### src/rtl/fetch_unit.sv
`timescale 1ns/1ps
// ---------------------------------------------------------------------------
// fetch_unit
// Instruction fetch front end for the RV32I core. Owns the architectural
// fetch PC, issues single-outstanding word requests to instruction memory and
// buffers returned words (with their PCs) in a 2-entry queue for the decoder.
// A redirect from the control unit flushes the queue and discards any
// response still in flight for the wrong path.
//
// Ports:
//   clk          in   rising-edge clock
//   reset        in   asynchronous, active-high reset
//   pc_j_valid   in   redirect strobe (one cycle)
//   next_pc      in   redirect target, sampled with pc_j_valid
//   imem_req     out  fetch request valid
//   imem_addr    out  fetch word address
//   imem_gnt     in   request accepted this cycle (when imem_req=1)
//   imem_rvalid  in   read data valid, one per granted request
//   imem_rdata   in   instruction word
//   instr_valid  out  queue head valid
//   instr        out  queue head instruction
//   pc           out  PC of the queue head
//   instr_ready  in   decoder accepts the head
//   misaligned   out  one-cycle pulse: redirect target had bits [1:0] != 0
// ---------------------------------------------------------------------------
module fetch_unit #(
    parameter logic [31:0] RESET_PC = 32'h0000_0000
) (
    input  logic        clk,
    input  logic        reset,
    input  logic        pc_j_valid,
    input  logic [31:0] next_pc,
    output logic        imem_req,
    output logic [31:0] imem_addr,
    input  logic        imem_gnt,
    input  logic        imem_rvalid,
    input  logic [31:0] imem_rdata,
    output logic        instr_valid,
    output logic [31:0] instr,
    output logic [31:0] pc,
    input  logic        instr_ready,
    output logic        misaligned
);

    logic [31:0] r_fetch_pc;
    logic        r_outstanding;
    logic        r_drop;
    logic [31:0] r_tag;
    logic [31:0] r_q_pc    [0:1];
    logic [31:0] r_q_instr [0:1];
    logic        r_rd_ptr;
    logic        r_wr_ptr;
    logic [1:0]  r_count;
    logic        r_misaligned;
    // Holds the request low until the first clock edge after reset release,
    // and drops it immediately when reset is asserted.
    logic        r_run;

    logic w_grant;
    logic w_resp;
    logic w_push;
    logic w_pop;

    assign imem_req    = r_run && !r_outstanding && (r_count < 2'd2) && !pc_j_valid;
    assign imem_addr   = r_fetch_pc;
    assign instr_valid = (r_count != 2'd0);
    assign instr       = r_q_instr[r_rd_ptr];
    assign pc          = r_q_pc[r_rd_ptr];
    assign misaligned  = r_misaligned;

    assign w_grant = imem_req && imem_gnt;
    // A response with nothing outstanding is a protocol error and is ignored.
    assign w_resp  = imem_rvalid && r_outstanding;
    assign w_push  = w_resp && !r_drop;
    assign w_pop   = instr_valid && instr_ready;

    always_ff @(posedge clk or posedge reset) begin
        if (reset) begin
            r_fetch_pc    <= RESET_PC;
            r_outstanding <= 1'b0;
            r_drop        <= 1'b0;
            r_tag         <= 32'h0;
            r_q_pc[0]     <= 32'h0;
            r_q_pc[1]     <= 32'h0;
            r_q_instr[0]  <= 32'h0;
            r_q_instr[1]  <= 32'h0;
            r_rd_ptr      <= 1'b0;
            r_wr_ptr      <= 1'b0;
            r_count       <= 2'd0;
            r_misaligned  <= 1'b0;
            r_run         <= 1'b0;
        end else begin
            r_run        <= 1'b1;
            r_misaligned <= pc_j_valid && (next_pc[1:0] != 2'b00);
            if (pc_j_valid) begin
                // Redirect wins over grant/push/pop in the same cycle.
                r_fetch_pc <= {next_pc[31:2], 2'b00};
                r_count    <= 2'd0;
                r_rd_ptr   <= 1'b0;
                r_wr_ptr   <= 1'b0;
                if (w_resp) begin
                    // The wrong-path word arrives right now: swallow it here.
                    r_outstanding <= 1'b0;
                    r_drop        <= 1'b0;
                end else if (r_outstanding) begin
                    r_drop <= 1'b1;
                end
            end else begin
                // Grant and response are mutually exclusive: a grant needs
                // nothing outstanding, a response needs something outstanding.
                if (w_grant) begin
                    r_outstanding <= 1'b1;
                    r_tag         <= r_fetch_pc;
                    r_fetch_pc    <= r_fetch_pc + 32'd4;
                end
                if (w_resp) begin
                    r_outstanding <= 1'b0;
                    r_drop        <= 1'b0;
                end
                if (w_push) begin
                    r_q_pc[r_wr_ptr]    <= r_tag;
                    r_q_instr[r_wr_ptr] <= imem_rdata;
                    r_wr_ptr            <= ~r_wr_ptr;
                end
                if (w_pop) begin
                    r_rd_ptr <= ~r_rd_ptr;
                end
                case ({w_push, w_pop})
                    2'b10:   r_count <= r_count + 2'd1;
                    2'b01:   r_count <= r_count - 2'd1;
                    default: r_count <= r_count;
                endcase
            end
        end
    end

endmodule

### config.mk
export PLATFORM = sky130hd
export DESIGN_NAME = fetch_unit
export DESIGN_NICKNAME = d
export VERILOG_FILES = /design/src/rtl/fetch_unit.sv
export SDC_FILE = /design/constraint.sdc
export NUM_CORES = 1
export LEC_CHECK = 0
export ABC_AREA = 1
export BUFFER_PORTS_ARGS = -buffer_cell sky130_fd_sc_hd__clkbuf_2
export CAP_MARGIN = 20
export CELL_PAD_IN_SITES_DETAIL_PLACEMENT = 1
export CELL_PAD_IN_SITES_GLOBAL_PLACEMENT = 1
export CORE_ASPECT_RATIO = 1.5
export CORE_MARGIN = 2
export CORE_UTILIZATION = 40
export DETAILED_ROUTE_END_ITERATION = 10
export HOLD_SLACK_MARGIN = 0.06
export PLACE_DENSITY = 0.81
export REMOVE_ABC_BUFFERS = 1
export SKIP_LAST_GASP = 1
export SYNTH_ARGS = -nofsm -noshare
export SYNTH_HDL_FRONTEND = slang
export SYNTH_SLANG_ARGS = --single-unit
### constraint.sdc
create_clock -name clk -period 12.8 [get_ports clk]
set_input_delay 1.92 -clock clk [delete_from_list [all_inputs] [get_ports clk]]
set_output_delay 1.92 -clock clk [all_outputs]
set_load 0.05 [all_outputs]
==> impl_metrics.env, run 1 <==
export IMPL_fp_dieW_um=128
export IMPL_r2r_end="imem_addr[15]"
export IMPL_min_to="r_tag[13]"
export IMPL_grt_usage_pct=21.5
export IMPL_place_inst=1601
export IMPL_end_kind="output port"
export IMPL_status="finished, final reports clean"
export IMPL_routed_wl_um=25400
export IMPL_arrival_ps=2840
export IMPL_max_freq_mhz=210
export IMPL_syn_area_um2=9200
export IMPL_ys_warn_count=0
export IMPL_io_buffers=164
export IMPL_initial_core_util_pct=40.4
export IMPL_cts_setup_buffers=0
export IMPL_crit_required_ps=10880
export IMPL_diodes=0
export IMPL_hold_class="reg -> reg"
export IMPL_synth_commonest_cells="nand2_1, dfrtp_1, inv_1"
export IMPL_numCtsBuffers=17
export IMPL_leakage_uw=0.00580
export IMPL_root_buffer="clkbuf_16"
export IMPL_globalRouteOverflowTotal=0
export IMPL_synth_top_area_share_pct=52.2
export IMPL_path_class="in -> out"
export IMPL_hold_violations=0
export IMPL_yosys_top_cells_area="dfrtp_1, nand2_1, inv_1"
export IMPL_synth_edf_count=0
export IMPL_postSynthAreaPerCell_um2=7.62
export IMPL_crit_path_start_kind="primary input"
export IMPL_drc_errors=0
export IMPL_wl_per_cell_um=15.5
export IMPL_ant_nets=0
export IMPL_max_cap_violations=0
export IMPL_power_density_nw_per_um2=232
export IMPL_synthCells=1207
export IMPL_yosysMostFrequentCell="nand2_1"
export IMPL_worstMarginPinSlew_ps=999
export IMPL_synth_seq_area_share_pct=52.2
export IMPL_vias_per_cell=4.94
export IMPL_synthFlopType="dfrtp_1"
export IMPL_hpwl_um=17000
export IMPL_drt_iter0_markers=413
export IMPL_grt_setup_unrepaired="no"
export IMPL_fin_cells=1634
export IMPL_slew_headroom_pct=33.4
export IMPL_fin_crit_sh_pct=37.2
export IMPL_holdPathStages=2
export IMPL_grt_pass1_wl_um=41400
export IMPL_finClkSkew_ps=8.81
export IMPL_drtPass1Iterations=4
export IMPL_yosys_area_top_type="dfrtp_1"
export IMPL_antenna_found_initial=0
export IMPL_detailroute_via_count=8073
export IMPL_fin_crit_ps=4760
export IMPL_reg2reg_depth=7
export IMPL_fin_nets=1412
export IMPL_final_layout_size_suffix_gt1_share_pct=16.2
export IMPL_rows=68
export IMPL_rrSetupSlack_ps=10370
export IMPL_ys_ff_latch=192
export IMPL_path_clk_slew_ps=70
export IMPL_area_growth_pct=15.8
export IMPL_fin_setup_tns_ps=0
export IMPL_cts_hold_buf=0
export IMPL_path_max_fanout=37
export IMPL_cts_tree="yes"
export IMPL_clock_path_buffers=2
export IMPL_place_congestion=0.873
export IMPL_grt_max_degree=114
export IMPL_yosysUniqueCellTypes=30
export IMPL_async_reset_ff_share_pct=100
export IMPL_setup_viol=0
export IMPL_drv_slew=0
export IMPL_critical_path_reg2reg_startpoint="r_outstanding"
export IMPL_hold_start="r_tag[13]"
export IMPL_clock_sinks=192
export IMPL_h_tree_depth=4
export IMPL_grt_pass1_vias=8334
export IMPL_clock_latency_ps=440
export IMPL_coreArea_um2=22800
export IMPL_post_cts_resized=0
export IMPL_vdd_drop_max_v=0.0000991
export IMPL_ios=169
export IMPL_fp_dieH_um=190
export IMPL_dieArea_um2=24300
## where the power goes
group	switching, uW	internal, uW
Combinational	752	242
Sequential	132	828
Clock	231	283
Total	1110	1350
## layer usage
metal	part of all wire [%]	GRT usage, %
met3	3.1	3.60
met2	52	39.6
met1	43	25.1
met4	2.2	7.35
met5	0	0
## per-stage QoR
step / hold WS, ps / area (um^2) / worst slack [ps] / power, uW / utilization, %
2_1_floorplan: 453 / 8830 / 5650 / 1710 / -
3_3_place_gp: 466 / 10100 / 8080 / 1940 / 44.2
3_5_place_dp: 473 / 10100 / 8050 / 1980 / 44.2
4_1_cts: 488 / 10600 / 8050 / 2500 / 46.6
5_1_grt: 511 / 10700 / 7970 / 2630 / 46.7
6_report: 486 / 10700 / 8040 / 2470 / 46.7
## cells in the final DEF (no fill, tap or decap), types with 2 or more instances in the layout
| cell type | instances |
|---|---|
| a21oi_1 | 18 |
| buf_4 | 8 |
| clkbuf_1 | 2 |
| clkbuf_16 | 17 |
| clkbuf_2 | 164 |
| clkbuf_8 | 3 |
| clkinv_2 | 6 |
| conb_1 | 5 |
| dfrtp_1 | 191 |
| inv_1 | 132 |
| nand2_1 | 479 |
| nand3_1 | 56 |
| nand3b_1 | 4 |
| nand4_1 | 2 |
| nor2_1 | 75 |
| o21ai_0 | 91 |
| o21ai_1 | 74 |
| o21ai_2 | 5 |
| xor2_1 | 2 |
## kinds of logic (layout without fill, tap and decap cells)
group / count (synthesis) / count (layout) / synth area share, %
simple gates: 625 / 625 / 27.1
fa+ha+maj: 1 / 1 / 0.136
other cells: 2 / 5 / 0.0816
compound gates: 190 / 190 / 10.6
buf+inv: 195 / 339 / 9.65
xor+xnor: 2 / 2 / 0.190
flops: 192 / 192 / 52.2
## sequential cells by signal (all words and copies together), names as in the netlist
register / flops
r_q_pc: 60
r_run: 1
r_rd_ptr: 1
r_wr_ptr: 1
r_tag: 30
imem_addr: 30
r_q_instr: 64
r_outstanding: 1
r_drop: 1
r_count: 2
misaligned: 1
## critical path: stages
cell and delay [ps]:
clkbuf_2 80, buf_4 260, nor2_4 170, nand2_1 70, inv_1 60, clkbuf_2 270
## worst max-delay path by stage
stage	endpoint	cells past startpoint	startpoint	slack [ps]
global placement	imem_req	6	pc_j_valid	8080
finish	imem_req	6	pc_j_valid	8040
CTS	imem_req	6	pc_j_valid	8050
global route	imem_req	6	pc_j_valid	7970
floorplan	imem_addr[10]	1	reset	5650
detailed placement	imem_req	6	pc_j_valid	8050
## area by class of cell
class / instances / area, um^2
Fill cell: 2928 / 12100
Sequential cell: 192 / 4810
Multi-Input combinational cell: 823 / 3520
Timing Repair Buffer: 173 / 908
Inverter: 134 / 510
Clock buffer: 22 / 474
Tap cell: 280 / 350
Clock inverter: 10 / 85.1
(Power assumes the default switching activity.)
==> run 2: changes to the inputs <==
==> constraint.sdc (replaced) <==
create_clock -name clk -period 4.5 [get_ports clk]
set_input_delay 0.675 -clock clk [delete_from_list [all_inputs] [get_ports clk]]
set_output_delay 0.675 -clock clk [all_outputs]
set_load 0.05 [all_outputs]
==> impl_metrics.env, run 2 (synthesis gave the netlist of run 1 again) <==
export IMPL_path_class="reg -> out"
export IMPL_leakage_uw=0.00580
export IMPL_drc_errors=0
export IMPL_regMostFlops="r_q_instr"
export IMPL_drtPass1Iterations=5
export IMPL_crit_path_start_kind="register"
export IMPL_fin_setup_tns_ps=0
export IMPL_grt_max_degree=130
export IMPL_worst_path_max_delay_cell="inv_2"
export IMPL_ant_nets=0
export IMPL_crit_required_ps=3830
export IMPL_fp_dieH_um=190
export IMPL_power_density_nw_per_um2=661
export IMPL_cts_setup_buffers=0
export IMPL_ios=169
export IMPL_grt_usage_pct=21.9
export IMPL_detailroute_via_count=8089
export IMPL_path_max_fanout=33
export IMPL_fin_nets=1412
export IMPL_globalRouteOverflowTotal=0
export IMPL_cts_tree="yes"
export IMPL_io_buffers=164
export IMPL_end_kind="output port"
export IMPL_drt_iter0_markers=385
export IMPL_fin_crit_sh_pct=68.4
export IMPL_vdd_drop_max_v=0.000257
export IMPL_grt_pass1_vias=8433
export IMPL_dieArea_um2=24300
export IMPL_final_common_cell="nand2_1"
export IMPL_fp_dieW_um=128
export IMPL_crit_top_cell="nand2_1"
export IMPL_crit_family="buffers and inverters"
export IMPL_grt_setup_unrepaired="no"
export IMPL_vias_per_cell=4.95
export IMPL_hpwl_um=17500
export IMPL_worstMarginPinSlew_ps=914
export IMPL_path_clk_slew_ps=70
export IMPL_routed_wl_um=25400
export IMPL_clock_path_buffers=2
export IMPL_rows=68
export IMPL_numCtsBuffers=17
export IMPL_area_growth_pct=16.2
export IMPL_status="finished, final reports clean"
export IMPL_fin_crit_ps=3080
export IMPL_grt_pass1_wl_um=42100
export IMPL_cts_hold_buf=0
export IMPL_wl_per_cell_um=15.5
export IMPL_hold_class="in -> async"
export IMPL_rrSetupSlack_ps=2190
export IMPL_crit_chain="inv_2 > buf_4 > nand2_1 > nand2_1 > clkbuf_2"
export IMPL_drv_slew=0
export IMPL_max_cap_violations=0
export IMPL_initial_core_util_pct=40.4
export IMPL_setup_viol=0
export IMPL_largest_reg_flops=64
export IMPL_root_buffer="clkbuf_16"
export IMPL_diodes=0
export IMPL_max_freq_mhz=325
export IMPL_hold_violations=0
export IMPL_place_congestion=0.858
export IMPL_clock_latency_ps=430
export IMPL_critPathBufInv=3
export IMPL_h_tree_depth=4
export IMPL_clock_sinks=192
export IMPL_p_total_uw=7070
export IMPL_final_cell_mix="nand2_1, dfrtp_1, clkbuf_2"
export IMPL_max_stage_delay_ps=570
export IMPL_post_cts_resized=0
export IMPL_coreArea_um2=22800
export IMPL_final_layout_size_suffix_gt1_share_pct=16.1
export IMPL_postLayoutCoreUtil_pct=46.9
export IMPL_slew_headroom_pct=39.1
export IMPL_reg_top3="r_q_instr (64), r_q_pc (60)"
export IMPL_antenna_found_initial=0
export IMPL_finClkSkew_ps=13.6
export IMPL_arrival_ps=2400
run 2: final timing paths:
path,to,from,depth (start not counted)
max,instr[16],r_rd_ptr,5
min,r_q_instr[32],reset,2
max reg2reg,imem_addr[7],r_count[1],6
min reg2reg,r_tag[17],r_tag[17],2
max in group asynchronous,r_tag[30],reset,3
min in group clk,misaligned,next_pc[1],3
run 2: worst register-to-register path, stage by stage, from the launching register on:
cell and delay (ps):
dfrtp_1 440, nor2_1 180, nand3_2 460, inv_1 740, nand2_1 160, nor2_1 120
o21ai_0 80
run 2: cell type report:
type | count | area (um^2)
Fill cell | 2923 | 12100
Sequential cell | 192 | 4810
Multi-Input combinational cell | 823 | 3520
Timing Repair Buffer | 173 | 926
Inverter | 134 | 510
Clock buffer | 22 | 474
Tap cell | 280 | 350
Clock inverter | 9 | 109
run 2: power breakdown:
part / internal [uW] / total [uW] / switching, uW
registers: 2350 / 2740 / 385
clock network: 859 / 1500 / 641
logic: 691 / 2830 / 2140
run 2: metrics by stage:
stage               hold WS, ps  area (um^2)  worst slack, ps  instances
floorplan                   453         8830            -1400       1149
global placement            466        10100             1460       1602
detailed placement          473        10100             1370       1602
CTS                         443        10700             1350       1633
global route                453        10700             1270       1633
finish                      451        10700             1420       1633
run 2: layer usage:
metal,track usage [%],up-vias,wire [um]
li1,-,3989,-
met1,26.8,3908,10800
met2,39.2,160,13300
met3,3.15,32,716
met4,7.86,0,533
met5,0,-,0
==> run 3: changes to the inputs <==
--- a/config.mk
+++ b/config.mk
@@ -12,10 +12,10 @@
 export CELL_PAD_IN_SITES_GLOBAL_PLACEMENT = 1
 export CORE_ASPECT_RATIO = 1.5
 export CORE_MARGIN = 2
-export CORE_UTILIZATION = 40
+export CORE_UTILIZATION = 37
 export DETAILED_ROUTE_END_ITERATION = 10
 export HOLD_SLACK_MARGIN = 0.06
-export PLACE_DENSITY = 0.81
+export PLACE_DENSITY = 0.79
 export REMOVE_ABC_BUFFERS = 1
 export SKIP_LAST_GASP = 1
 export SYNTH_ARGS = -nofsm -noshare
==> constraint.sdc (replaced) <==
create_clock -name clk -period 2.7 [get_ports clk]
set_input_delay 0.405 -clock clk [delete_from_list [all_inputs] [get_ports clk]]
set_output_delay 0.405 -clock clk [all_outputs]
set_load 0.05 [all_outputs]
==> impl_metrics.env, run 3 (synthesis gave the netlist of run 1 again) <==
export IMPL_diodes=0
export IMPL_fin_cells=1687
export IMPL_fin_crit_sh_pct=89.8
export IMPL_area_growth_pct=21.3
export IMPL_grt_pass1_wl_um=43400
export IMPL_fin_crit_ps=2430
export IMPL_clock_path_buffers=2
export IMPL_path_max_fanout=62
export IMPL_clock_sinks=192
export IMPL_final_cell_mix="nand2_1, dfrtp_1, clkbuf_2"
export IMPL_rows=70
export IMPL_crit_required_ps=2300
export IMPL_worstMarginPinSlew_ps=800
export IMPL_wl_per_cell_um=15.6
export IMPL_fill_cells=3061
export IMPL_slew_headroom_pct=46.6
export IMPL_clock_latency_ps=430
export IMPL_path_clk_slew_ps=70
export IMPL_h_tree_depth=4
export IMPL_numCtsBuffers=17
export IMPL_vdd_drop_max_v=0.000436
export IMPL_fp_dieH_um=197
export IMPL_end_kind="output port"
export IMPL_drt_iter0_markers=451
export IMPL_final_common_cell="nand2_1"
export IMPL_grt_pass1_vias=8502
export IMPL_dieArea_um2=26200
export IMPL_fp_dieW_um=133
export IMPL_drtPass1Iterations=5
export IMPL_hold_class="in -> reg"
export IMPL_setup_viol=0
export IMPL_vias_per_cell=4.83
export IMPL_io_buffers=164
export IMPL_finClkSkew_ps=9.78
export IMPL_initial_core_util_pct=37.7
export IMPL_grt_max_degree=83
export IMPL_postLayoutCoreUtil_pct=45.7
export IMPL_power_density_nw_per_um2=1110
export IMPL_regMostFlops="r_q_instr"
export IMPL_grt_usage_pct=20.8
export IMPL_regArea_um2=4810
export IMPL_ios=169
export IMPL_crit_path_start_kind="register"
export IMPL_drc_errors=0
export IMPL_final_layout_size_suffix_gt1_share_pct=16.8
export IMPL_hpwl_um=18600
export IMPL_fin_setup_tns_ps=0
export IMPL_post_cts_resized=0
export IMPL_fin_nets=1421
export IMPL_leakage_uw=0.00595
export IMPL_cts_setup_buffers=0
export IMPL_grt_setup_unrepaired="no"
export IMPL_root_buffer="clkbuf_16"
export IMPL_reg_top3="r_q_instr (64), r_q_pc (60)"
export IMPL_status="finished, final reports clean"
export IMPL_whs_ps=195
export IMPL_globalRouteOverflowTotal=0
export IMPL_drv_slew=0
export IMPL_antenna_found_initial=1
export IMPL_arrival_ps=2020
export IMPL_routed_wl_um=26400
export IMPL_path_class="reg -> out"
export IMPL_hold_violations=0
export IMPL_multi_input_area_um2=3520
export IMPL_ant_nets=0
export IMPL_detailroute_via_count=8155
export IMPL_cts_hold_buf=1
export IMPL_max_freq_mhz=412
export IMPL_coreArea_um2=24400
export IMPL_largest_reg_flops=64
export IMPL_cts_tree="yes"
export IMPL_max_cap_violations=0
export IMPL_place_inst=1654
export IMPL_place_congestion=0.848
run 3: where the power goes:
group / internal (uW) / switching, uW / leakage [uW]
Clock: 1480 / 1120 / 0.000284
Combinational: 1560 / 3680 / 0.00321
Sequential: 3920 / 651 / 0.00246
Total: 6970 / 5450 / 0.00595
run 3: cell type report:
class,instances,area share [%]
tap,324,3.63
clock buffer,18,3.93
clock inverter,14,1.48
multi-input combinational,823,31.5
inverter,134,4.57
timing repair buffer,182,11.8
sequential,192,43.1
run 3: final timing paths:
kind	depth (start not counted)	slack, ps	startpoint	end
worst max-delay path	4	270	r_rd_ptr	pc[3]
min in group asynchronous	3	570	reset	r_q_instr[5]
worst max register to register	8	790	imem_addr[3]	imem_addr[22]
max in group asynchronous	4	1400	reset	r_tag[9]
worst min register to register	2	480	r_q_instr[58]	r_q_instr[58]
worst min-delay path	3	200	next_pc[0]	misaligned
run 3: per-stage QoR:
step / setup slack, ps / total power, uW / instance area (um^2)
finish: 274 / 12400 / 11200
global route: 122 / 13200 / 11200
CTS: 234 / 12600 / 11200
detailed placement: 561 / 9930 / 10500
global placement: 635 / 9760 / 10500
floorplan: -2930 / 8100 / 8830
run 3: worst max-delay path, cell delays in order, from the launching register on:
cell      delay (ps)
dfrtp_2          370
buf_4            620
nand2_1          120
nand2_1          130
clkbuf_2         290
run 3: routing by layer:
metal | track usage, % | wire, um | up-vias
met4 | 6.57 | 524 | 2
met2 | 37.9 | 13900 | 137
met1 | 25.1 | 11300 | 3983
li1 | - | - | 4001
met5 | 0 | 10 | -
met3 | 3.34 | 676 | 32
